File: config.mk
export PLATFORM = sky130hd
export DESIGN_NAME = button_debouncer_flat
export DESIGN_NICKNAME = d
export VERILOG_FILES = /design/src/rtl/button_debouncer_if.sv /design/src/rtl/button_debouncer.sv /design/src/flat_wrapper.sv
export SDC_FILE = /design/constraint.sdc
export NUM_CORES = 1
export LEC_CHECK = 0
export CAP_MARGIN = 20
export CORE_MARGIN = 4
export CORE_UTILIZATION = 55
export CTS_BUF_LIST = sky130_fd_sc_hd__clkbuf_4 sky130_fd_sc_hd__clkbuf_8
export DETAILED_ROUTE_END_ITERATION = 16
export DONT_BUFFER_PORTS = 1
export GPL_TIMING_DRIVEN = 0
export PLACE_DENSITY = 0.7
export SLEW_MARGIN = 20
export SYNTH_ARGS = -nofsm -noshare
export SYNTH_HDL_FRONTEND = slang
export SYNTH_SLANG_ARGS = --single-unit
File: constraint.sdc
create_clock -name CLOCK -period 2.49 [get_ports CLOCK]
set_clock_uncertainty 0.15 [all_clocks]
set_input_delay 0.249 -clock CLOCK [delete_from_list [all_inputs] [get_ports CLOCK]]
set_output_delay 0.249 -clock CLOCK [all_outputs]
set_load 0.005 [all_outputs]
File: src/rtl/button_debouncer_if.sv
// Button debouncer bus: raw button level in, clean level and strobes out.
//   RawButton : asynchronous raw button level, 1 = pressed
//   Debounced : registered debounced level
//   Rise      : one-cycle strobe on an accepted press
//   Fall      : one-cycle strobe on an accepted release
//   Repeat    : one-cycle auto-repeat strobe while held (0 when auto-repeat is not built)
// The master modport is the debouncer itself. The slave modport is the button source and downstream consumer.
interface button_debouncer_if;
    logic RawButton;
    logic Debounced;
    logic Rise;
    logic Fall;
    logic Repeat;

    modport master (input RawButton, output Debounced, Rise, Fall, Repeat);
    modport slave  (output RawButton, input Debounced, Rise, Fall, Repeat);
endinterface

File: src/rtl/button_debouncer.sv
// Synchronizes and debounces one mechanical push-button into a clean level.
// It also produces single-cycle press/release strobes.
// Debounced feeds the downstream falling-edge one-shot, so that stage only sees bounce-free edges.
// Ports:
//   CLOCK : single clock, rising edge
//   Reset : asynchronous active-low reset
//   bus   : button_debouncer_if.master (RawButton in; Debounced/Rise/Fall/Repeat out)
// Optional feature: define AUTO_REPEAT_EN to build the held-button auto-repeat strobe.
// Otherwise Repeat is tied to 0, and REPEAT_DELAY/REPEAT_PERIOD/RPT_W are ignored.
// A new level is accepted on edge DEBOUNCE_CYCLES+3 after it is first sampled.
// That total is 2 synchronizer edges, 1 edge to leave the stable state and DEBOUNCE_CYCLES qualifying edges.
module button_debouncer #(
    parameter int unsigned DEBOUNCE_CYCLES = 500000,
    parameter int unsigned CNT_W           = 20,
    parameter int unsigned REPEAT_DELAY    = 25000000,
    parameter int unsigned REPEAT_PERIOD   = 5000000,
    parameter int unsigned RPT_W           = 26
) (
    input logic                CLOCK,
    input logic                Reset,
    button_debouncer_if.master bus
);

    localparam logic [CNT_W-1:0] CNT_LAST = CNT_W'(DEBOUNCE_CYCLES - 1);

    typedef enum logic [1:0] {
        LOW       = 2'd0,
        WAIT_HIGH = 2'd1,
        HIGH      = 2'd2,
        WAIT_LOW  = 2'd3
    } StateT;

    StateT            state;
    StateT            stateNext;
    logic [CNT_W-1:0] count;
    logic [CNT_W-1:0] countNext;
    logic             Sync1;
    logic             Sync2;
    logic             debouncedQ;
    logic             debouncedNext;
    logic             riseQ;
    logic             riseNext;
    logic             fallQ;
    logic             fallNext;

    // Two-flop synchronizer on the asynchronous button input
    always_ff @(posedge CLOCK or negedge Reset) begin
        if (!Reset) begin
            Sync1 <= 1'b0;
            Sync2 <= 1'b0;
        end else begin
            Sync1 <= bus.RawButton;
            Sync2 <= Sync1;
        end
    end

    // State, qualification counter and registered outputs
    always_ff @(posedge CLOCK or negedge Reset) begin
        if (!Reset) begin
            state      <= LOW;
            count      <= '0;
            debouncedQ <= 1'b0;
            riseQ      <= 1'b0;
            fallQ      <= 1'b0;
        end else begin
            state      <= stateNext;
            count      <= countNext;
            debouncedQ <= debouncedNext;
            riseQ      <= riseNext;
            fallQ      <= fallNext;
        end
    end

    // Next-state logic. The counter stops at its terminal compare, so it never wraps.
    always_comb begin
        stateNext     = state;
        countNext     = count;
        debouncedNext = debouncedQ;
        riseNext      = 1'b0;
        fallNext      = 1'b0;
        unique case (state)
            LOW: begin
                if (Sync2) begin
                    stateNext = WAIT_HIGH;
                    countNext = '0;
                end
            end
            WAIT_HIGH: begin
                if (!Sync2) begin
                    stateNext = LOW;
                    countNext = '0;
                end else if (count == CNT_LAST) begin
                    stateNext     = HIGH;
                    countNext     = '0;
                    debouncedNext = 1'b1;
                    riseNext      = 1'b1;
                end else begin
                    countNext = count + CNT_W'(1);
                end
            end
            HIGH: begin
                if (!Sync2) begin
                    stateNext = WAIT_LOW;
                    countNext = '0;
                end
            end
            WAIT_LOW: begin
                if (Sync2) begin
                    stateNext = HIGH;
                    countNext = '0;
                end else if (count == CNT_LAST) begin
                    stateNext     = LOW;
                    countNext     = '0;
                    debouncedNext = 1'b0;
                    fallNext      = 1'b1;
                end else begin
                    countNext = count + CNT_W'(1);
                end
            end
            default: begin
                stateNext = LOW;
                countNext = '0;
            end
        endcase
    end

    assign bus.Debounced = debouncedQ;
    assign bus.Rise      = riseQ;
    assign bus.Fall      = fallQ;

`ifdef AUTO_REPEAT_EN
    localparam logic [RPT_W-1:0] DELAY_LAST  = RPT_W'(REPEAT_DELAY - 1);
    localparam logic [RPT_W-1:0] PERIOD_LAST = RPT_W'(REPEAT_PERIOD - 1);

    logic [RPT_W-1:0] rptCount;
    logic [RPT_W-1:0] rptCountNext;
    logic             rptPeriodic;
    logic             rptPeriodicNext;
    logic             repeatQ;
    logic             repeatNext;

    // Repeat timer: the first interval is REPEAT_DELAY and later intervals are REPEAT_PERIOD.
    // It runs only in HIGH and holds its value through a WAIT_LOW dip.
    always_comb begin
        rptCountNext    = rptCount;
        rptPeriodicNext = rptPeriodic;
        repeatNext      = 1'b0;
        if (riseNext || fallNext) begin
            rptCountNext    = '0;
            rptPeriodicNext = 1'b0;
        end else if (state == HIGH) begin
            if (rptCount == (rptPeriodic ? PERIOD_LAST : DELAY_LAST)) begin
                rptCountNext    = '0;
                rptPeriodicNext = 1'b1;
                repeatNext      = 1'b1;
            end else begin
                rptCountNext = rptCount + RPT_W'(1);
            end
        end
    end

    always_ff @(posedge CLOCK or negedge Reset) begin
        if (!Reset) begin
            rptCount    <= '0;
            rptPeriodic <= 1'b0;
            repeatQ     <= 1'b0;
        end else begin
            rptCount    <= rptCountNext;
            rptPeriodic <= rptPeriodicNext;
            repeatQ     <= repeatNext;
        end
    end

    assign bus.Repeat = repeatQ;
`else
    // Repeat parameters are only meaningful with auto-repeat built in
    logic unusedRepeatCfg;
    assign unusedRepeatCfg = ^{32'(REPEAT_DELAY), 32'(REPEAT_PERIOD), 32'(RPT_W)};
    assign bus.Repeat      = 1'b0;
`endif

endmodule

File: src/flat_wrapper.sv
// flat-port wrapper written by rule: the top's interface ports become plain ports
module button_debouncer_flat 
#(
    parameter int unsigned DEBOUNCE_CYCLES = 500000,
    parameter int unsigned CNT_W           = 20,
    parameter int unsigned REPEAT_DELAY    = 25000000,
    parameter int unsigned REPEAT_PERIOD   = 5000000,
    parameter int unsigned RPT_W           = 26
)
  (CLOCK, Reset, bus_RawButton, bus_Debounced, bus_Rise, bus_Fall, bus_Repeat);
  button_debouncer_if bus_i ();
  input logic CLOCK;
  input logic Reset;
  input wire logic [$bits(bus_i.RawButton)-1:0] bus_RawButton;
  output wire logic [$bits(bus_i.Debounced)-1:0] bus_Debounced;
  output wire logic [$bits(bus_i.Rise)-1:0] bus_Rise;
  output wire logic [$bits(bus_i.Fall)-1:0] bus_Fall;
  output wire logic [$bits(bus_i.Repeat)-1:0] bus_Repeat;
  assign bus_i.RawButton = bus_RawButton;
  assign bus_Debounced = bus_i.Debounced;
  assign bus_Rise = bus_i.Rise;
  assign bus_Fall = bus_i.Fall;
  assign bus_Repeat = bus_i.Repeat;
  button_debouncer #(.DEBOUNCE_CYCLES(DEBOUNCE_CYCLES), .CNT_W(CNT_W), .REPEAT_DELAY(REPEAT_DELAY), .REPEAT_PERIOD(REPEAT_PERIOD), .RPT_W(RPT_W)) u_core (.CLOCK(CLOCK), .Reset(Reset), .bus(bus_i));
endmodule
; Word-level counts from Yosys, hierarchy flattened
; Index checks and enable logic that the tools add are counted.
[totals]
ff_bits = 27
input_bits = 3
[classes]
add_sub_neg = 1
n_eq_ne = 12
muxes = 23
reduce_logical = 5
[op_table]
columns = operator, n
row1 = 20-bit 2-to-1 mux, 5
row2 = 20-bit one-hot mux with 4 select lines, 1
row3 = 20-bit by 1-bit adder with 20-bit output (second input constant), 1
row4 = 20-bit by 19-bit == test with 1-bit output (second input constant), 1
row5 = 2-bit 2-to-1 mux, 6
row6 = 1-bit 2-to-1 mux, 9
row7 = 2-bit by 1-bit != test with 1-bit output (second input constant), 4
row8 = 2-bit one-hot mux with 4 select lines, 1
row9 = 5-bit AND reduction, 1
row10 = 2-bit == test (second input constant), 2
row11 = 2-bit != test (second input constant), 2
row12 = 4-bit AND reduction, 1
row13 = 3-bit by 1-bit != test with 1-bit output (second input constant), 1
row14 = 3-bit != test (second input constant), 1
row15 = 2-bit by 1-bit == test with 1-bit output (second input constant), 1
row16 = 2-bit logical NOT, 1
row17 = 1-bit one-hot mux with 2 select lines, 1
row18 = 2-bit AND reduction, 1
row19 = 2-bit nonzero test, 1

; Depth between registers and ports, before layout
[logic_depth]
depth_word = 4
mapped_depth = 8
ltp_nobuf = 6

; Worst setup path before layout
; Ideal clock, no wire load.
[synth_timing]
kind = reg2reg
startpoint = reg u_core.count[0]
endpoint = reg u_core.count[9]
setup_time_ns = 0.087
t_arrival_ns = 1.680
t_required_ns = 2.253
path_slack_ns = 0.574
stages_incl_launch_ff = 8
path_buffers = 1
period_less_slack_ns = 1.916
path_cell_list = dfrtp_1 -> ha_1 -> nand4_1 -> nor3b_2 -> a21o_1 -> buf_6 -> or4_1 -> o211ai_1
[synth_between]
elab_chain_len = 4
word_cells_on_any_way = 6
[synth_lines]
columns = element, line
row1 = "start, declared", button_debouncer.sv:35  ; logic [CNT_W-1:0] count;
row2 = "start signal, assigned", button_debouncer.sv:67  ; count <= countNext;
row3 = 20-bit by 1-bit adder with 20-bit output or 20-bit by 19-bit == test with 1-bit output (tied branches), -
row4 = 20-bit 2-to-1 mux *, "button_debouncer.sv:92, button_debouncer.sv:111"
row5 = "20-bit 2-to-1 mux, on equally long branches", "button_debouncer.sv:108, button_debouncer.sv:89"
row6 = 20-bit one-hot mux with 4 select lines *, button_debouncer.sv:81  ; unique case (state)
; Mark *: on every way between the ends. The rest lies on a longest branch, timed or not.
; A chain may end at the register's enable or synchronous reset.

; Worst setup path after layout
[layout_timing]
startpoint = reg u_core.count[0]
endpoint = reg u_core.count[19]
; The elaborated chain is that of the path after synthesis.

==> metrics <==
status finished, final reports clean; CTS Buffer Depth 2; Clk pin slew, worst setup/hold paths 150 ps; crit path cell chain ha_1 > nand4_1 > nor3b_2 > a21oi_1 > buf_2 > buf_2 > o21ai_0 > a31oi_1; setup violators final 0; max-slew violations 0; commonest non-fill, non-tap cell in the layout dfrtp_1; number of placed I/O pins 7; worst hold path type in -> async; Die Y 58.46 µm; cell count after synthesis 146; Finished Core Util 0.6142; Internal 0.0007054 W; fmax 0.4537 GHz; Critical Path Max Stage Delay 450 ps; largest net degree at the start of global routing 28; CTS Buf Count 3; Clk Latency, worst-skew pair 320 ps; R2R cell count 8; DP HPWL 1994 µm; Starting Density 0.5703; area delta synth->final 7.686%; number of gates resized after cts 0; port bufs 0; worst slack, placed 335.9 ps; Setup Fix Bufs, Post-CTS 0; FF+latch area 675.6 µm²; die width 58.46 µm; initial antenna violation count 0; Ys Warns 0; DRC Markers 0; worst setup margin 286.0 ps; RR Endpoint u_core.count[19]$_DFFE_PN0P_; syn_nets 150; RePlAce Congestion 0.8773; VDD IR max 0.0005325 V; CP most frequent cell buf_2; Synth cell types 42; Root Buffer clkbuf_4; DIE AREA 3417 µm²; GRT Overall Usage 0.1842; Critical-path top delay cell dfrtp_1; crit path max fanout 10; Pleak 0.6579 nW; Rel. slew slack 0.6529; synthesis-stage register bit count 27; Antenna Cells 0; asr flop ratio synth 1.000; combinational share of power 0.377; Crit Path Category reg -> reg; core area 2455 µm²; EDFF count, synth 0; mean post-synth cell area 9.590 µm²; Startpoint Class flop; Worst Path Arrival 2310 ps; share of cells above drive strength 1 0.1046; Synth Flop Type dfrtp_1; crit end category flop; clock period minus final worst setup slack 2204 ps; P_sw 0.0004627 W; FILL cells 208; final hold vios 0; wire per inst 15.47 µm; Post-layout nets 158; FF-to-FF setup slack 290 ps; row count 18; Final period util 0.8852; 1st-iter DRT viols 52; Pre-antenna DRT Iters 4; antenna-violating nets left 0; RSZ-0062 raised after global routing false; CTS tree yes; vias in the first global route 1089; share of power burned in registers 0.456; Routed WL 2831 µm; total grt overflow 0; hold buffer count at CTS 3; vias post-DR 1124; routed vias/inst 6.142; fraction of the yosys area taken by sequential cells 0.4826; clock share of power 0.167; total negative setup slack 0 ps; area of the multi-input gates 664.4 µm²; CTS Sinks 27; Critical Path RT 2600 ps; total power per unit cell area 774.7 nW/µm²; Post-Syn Area 1400 µm²; CTS H-tree lvls 1; Net Sw Frac 0.3961; Max Cap Violations 0; worst reg2reg startpoint u_core.count[0]$_DFFE_PN0P_; commonest cells after routing, fill and taps aside 27 x dfrtp_1, 15 x nand2_1, 12 x a21oi_1; first-pass GRT wire length 4850 µm; Worst Max-Slew Pin Slew 520.7 ps
## worst max-delay path by stage
stage | slack (ps) | end | depth (start not counted) | startpoint
after floorplan | 570 | u_core.count[9]$_DFFE_PN0P_ | 7 | u_core.count[0]$_DFFE_PN0P_
after global placement | 350 | u_core.count[14]$_DFFE_PN0P_ | 6 | u_core.count[0]$_DFFE_PN0P_
after detailed placement | 340 | u_core.count[12]$_DFFE_PN0P_ | 7 | u_core.count[5]$_DFFE_PN0P_
after CTS | 310 | u_core.count[14]$_DFFE_PN0P_ | 6 | u_core.count[0]$_DFFE_PN0P_
after global routing | 70 | u_core.count[14]$_DFFE_PN0P_ | 6 | u_core.count[0]$_DFFE_PN0P_
final | 290 | u_core.count[19]$_DFFE_PN0P_ | 8 | u_core.count[0]$_DFFE_PN0P_
## cells by family after synthesis
kind of cell	count (synthesis)	synth area share
compound gates	44	0.2074
fa+ha+maj	1	0.008935
mux	3	0.02234
other cells	1	0.002678
xor+xnor	1	0.006257
buf+inv	12	0.04289
flops	27	0.4826
simple gates	57	0.2270
## sequential cells by signal (all words and copies together) (netlist names), named ones only
name                  flops
u_core.bus.Rise           1
u_core.Sync1              1
u_core.count             20
u_core.bus.Fall           1
u_core.bus.Debounced      1
u_core.Sync2              1
u_core.state              1
## synthesized netlist by cell type, types with 3 or more instances
| cell type | count | share of area |
|---|---|---|
| a21o_1 | 7 | 0.038 |
| a21oi_1 | 12 | 0.043 |
| a22o_1 | 3 | 0.019 |
| a31oi_1 | 6 | 0.027 |
| and2_1 | 3 | 0.013 |
| and4_1 | 3 | 0.019 |
| buf_2 | 3 | 0.011 |
| dfrtp_1 | 27 | 0.48 |
| inv_1 | 5 | 0.013 |
| nand2_1 | 15 | 0.040 |
| nand3_1 | 8 | 0.029 |
| nand4_1 | 4 | 0.018 |
| nor2_1 | 7 | 0.019 |
| nor3_1 | 3 | 0.011 |
| o211ai_1 | 4 | 0.021 |
| o21ai_0 | 4 | 0.014 |
| or2_2 | 3 | 0.013 |
## routing by layer
layer | vias to the layer above | wire length, µm | track usage
met3 | 2 | 103 | 0.01974
met1 | 548 | 1353 | 0.2603
met4 | 0 | 14 | 0.09603
li1 | 557 | - | -
met2 | 17 | 1359 | 0.2791
met5 | - | 0 | 0
## worst max-delay path, delay by kind of cell (launching register included)
family,cells,cell delay (ps)
and+or+nand+nor,2,220
AOI/OAI and AO/OA,3,490
adders and majority gates,1,270
buffers and inverters,2,540
DFF,1,450
## power groups by stage
stage	clock network (W)	logic [W]	registers (W)
final	0.000195	0.000440	0.000533
after global routing	0.000214	0.000490	0.000542
after CTS	0.000198	0.000436	0.000532
after detailed placement	0	0.000421	0.000540
after global placement	0	0.000411	0.000539
after floorplan	0	0.000323	0.000528
## layout make-up
class,instances,share of cell area
Inverter,5,0.01245
Multi-Input combinational cell,107,0.4407
Clock buffer,3,0.01494
Clock inverter,1,0.004979
Buffer,7,0.02739
Sequential cell,27,0.4481
Tap cell,30,0.02490
Timing Repair Buffer,3,0.02656
## metrics by stage
step / power (W) / area, µm² / hold WS (ps) / instances
after global placement: 0.0009498 / 1438 / -195.8 / 176
after CTS: 0.001166 / 1508 / 184.3 / 183
after floorplan: 0.0008512 / 1400 / -196.6 / 146
final: 0.001168 / 1508 / 184.2 / 183
after global routing: 0.001246 / 1508 / 187.4 / 183
after detailed placement: 0.0009609 / 1438 / -195.7 / 176
Power figures use the tool's default switching activity.
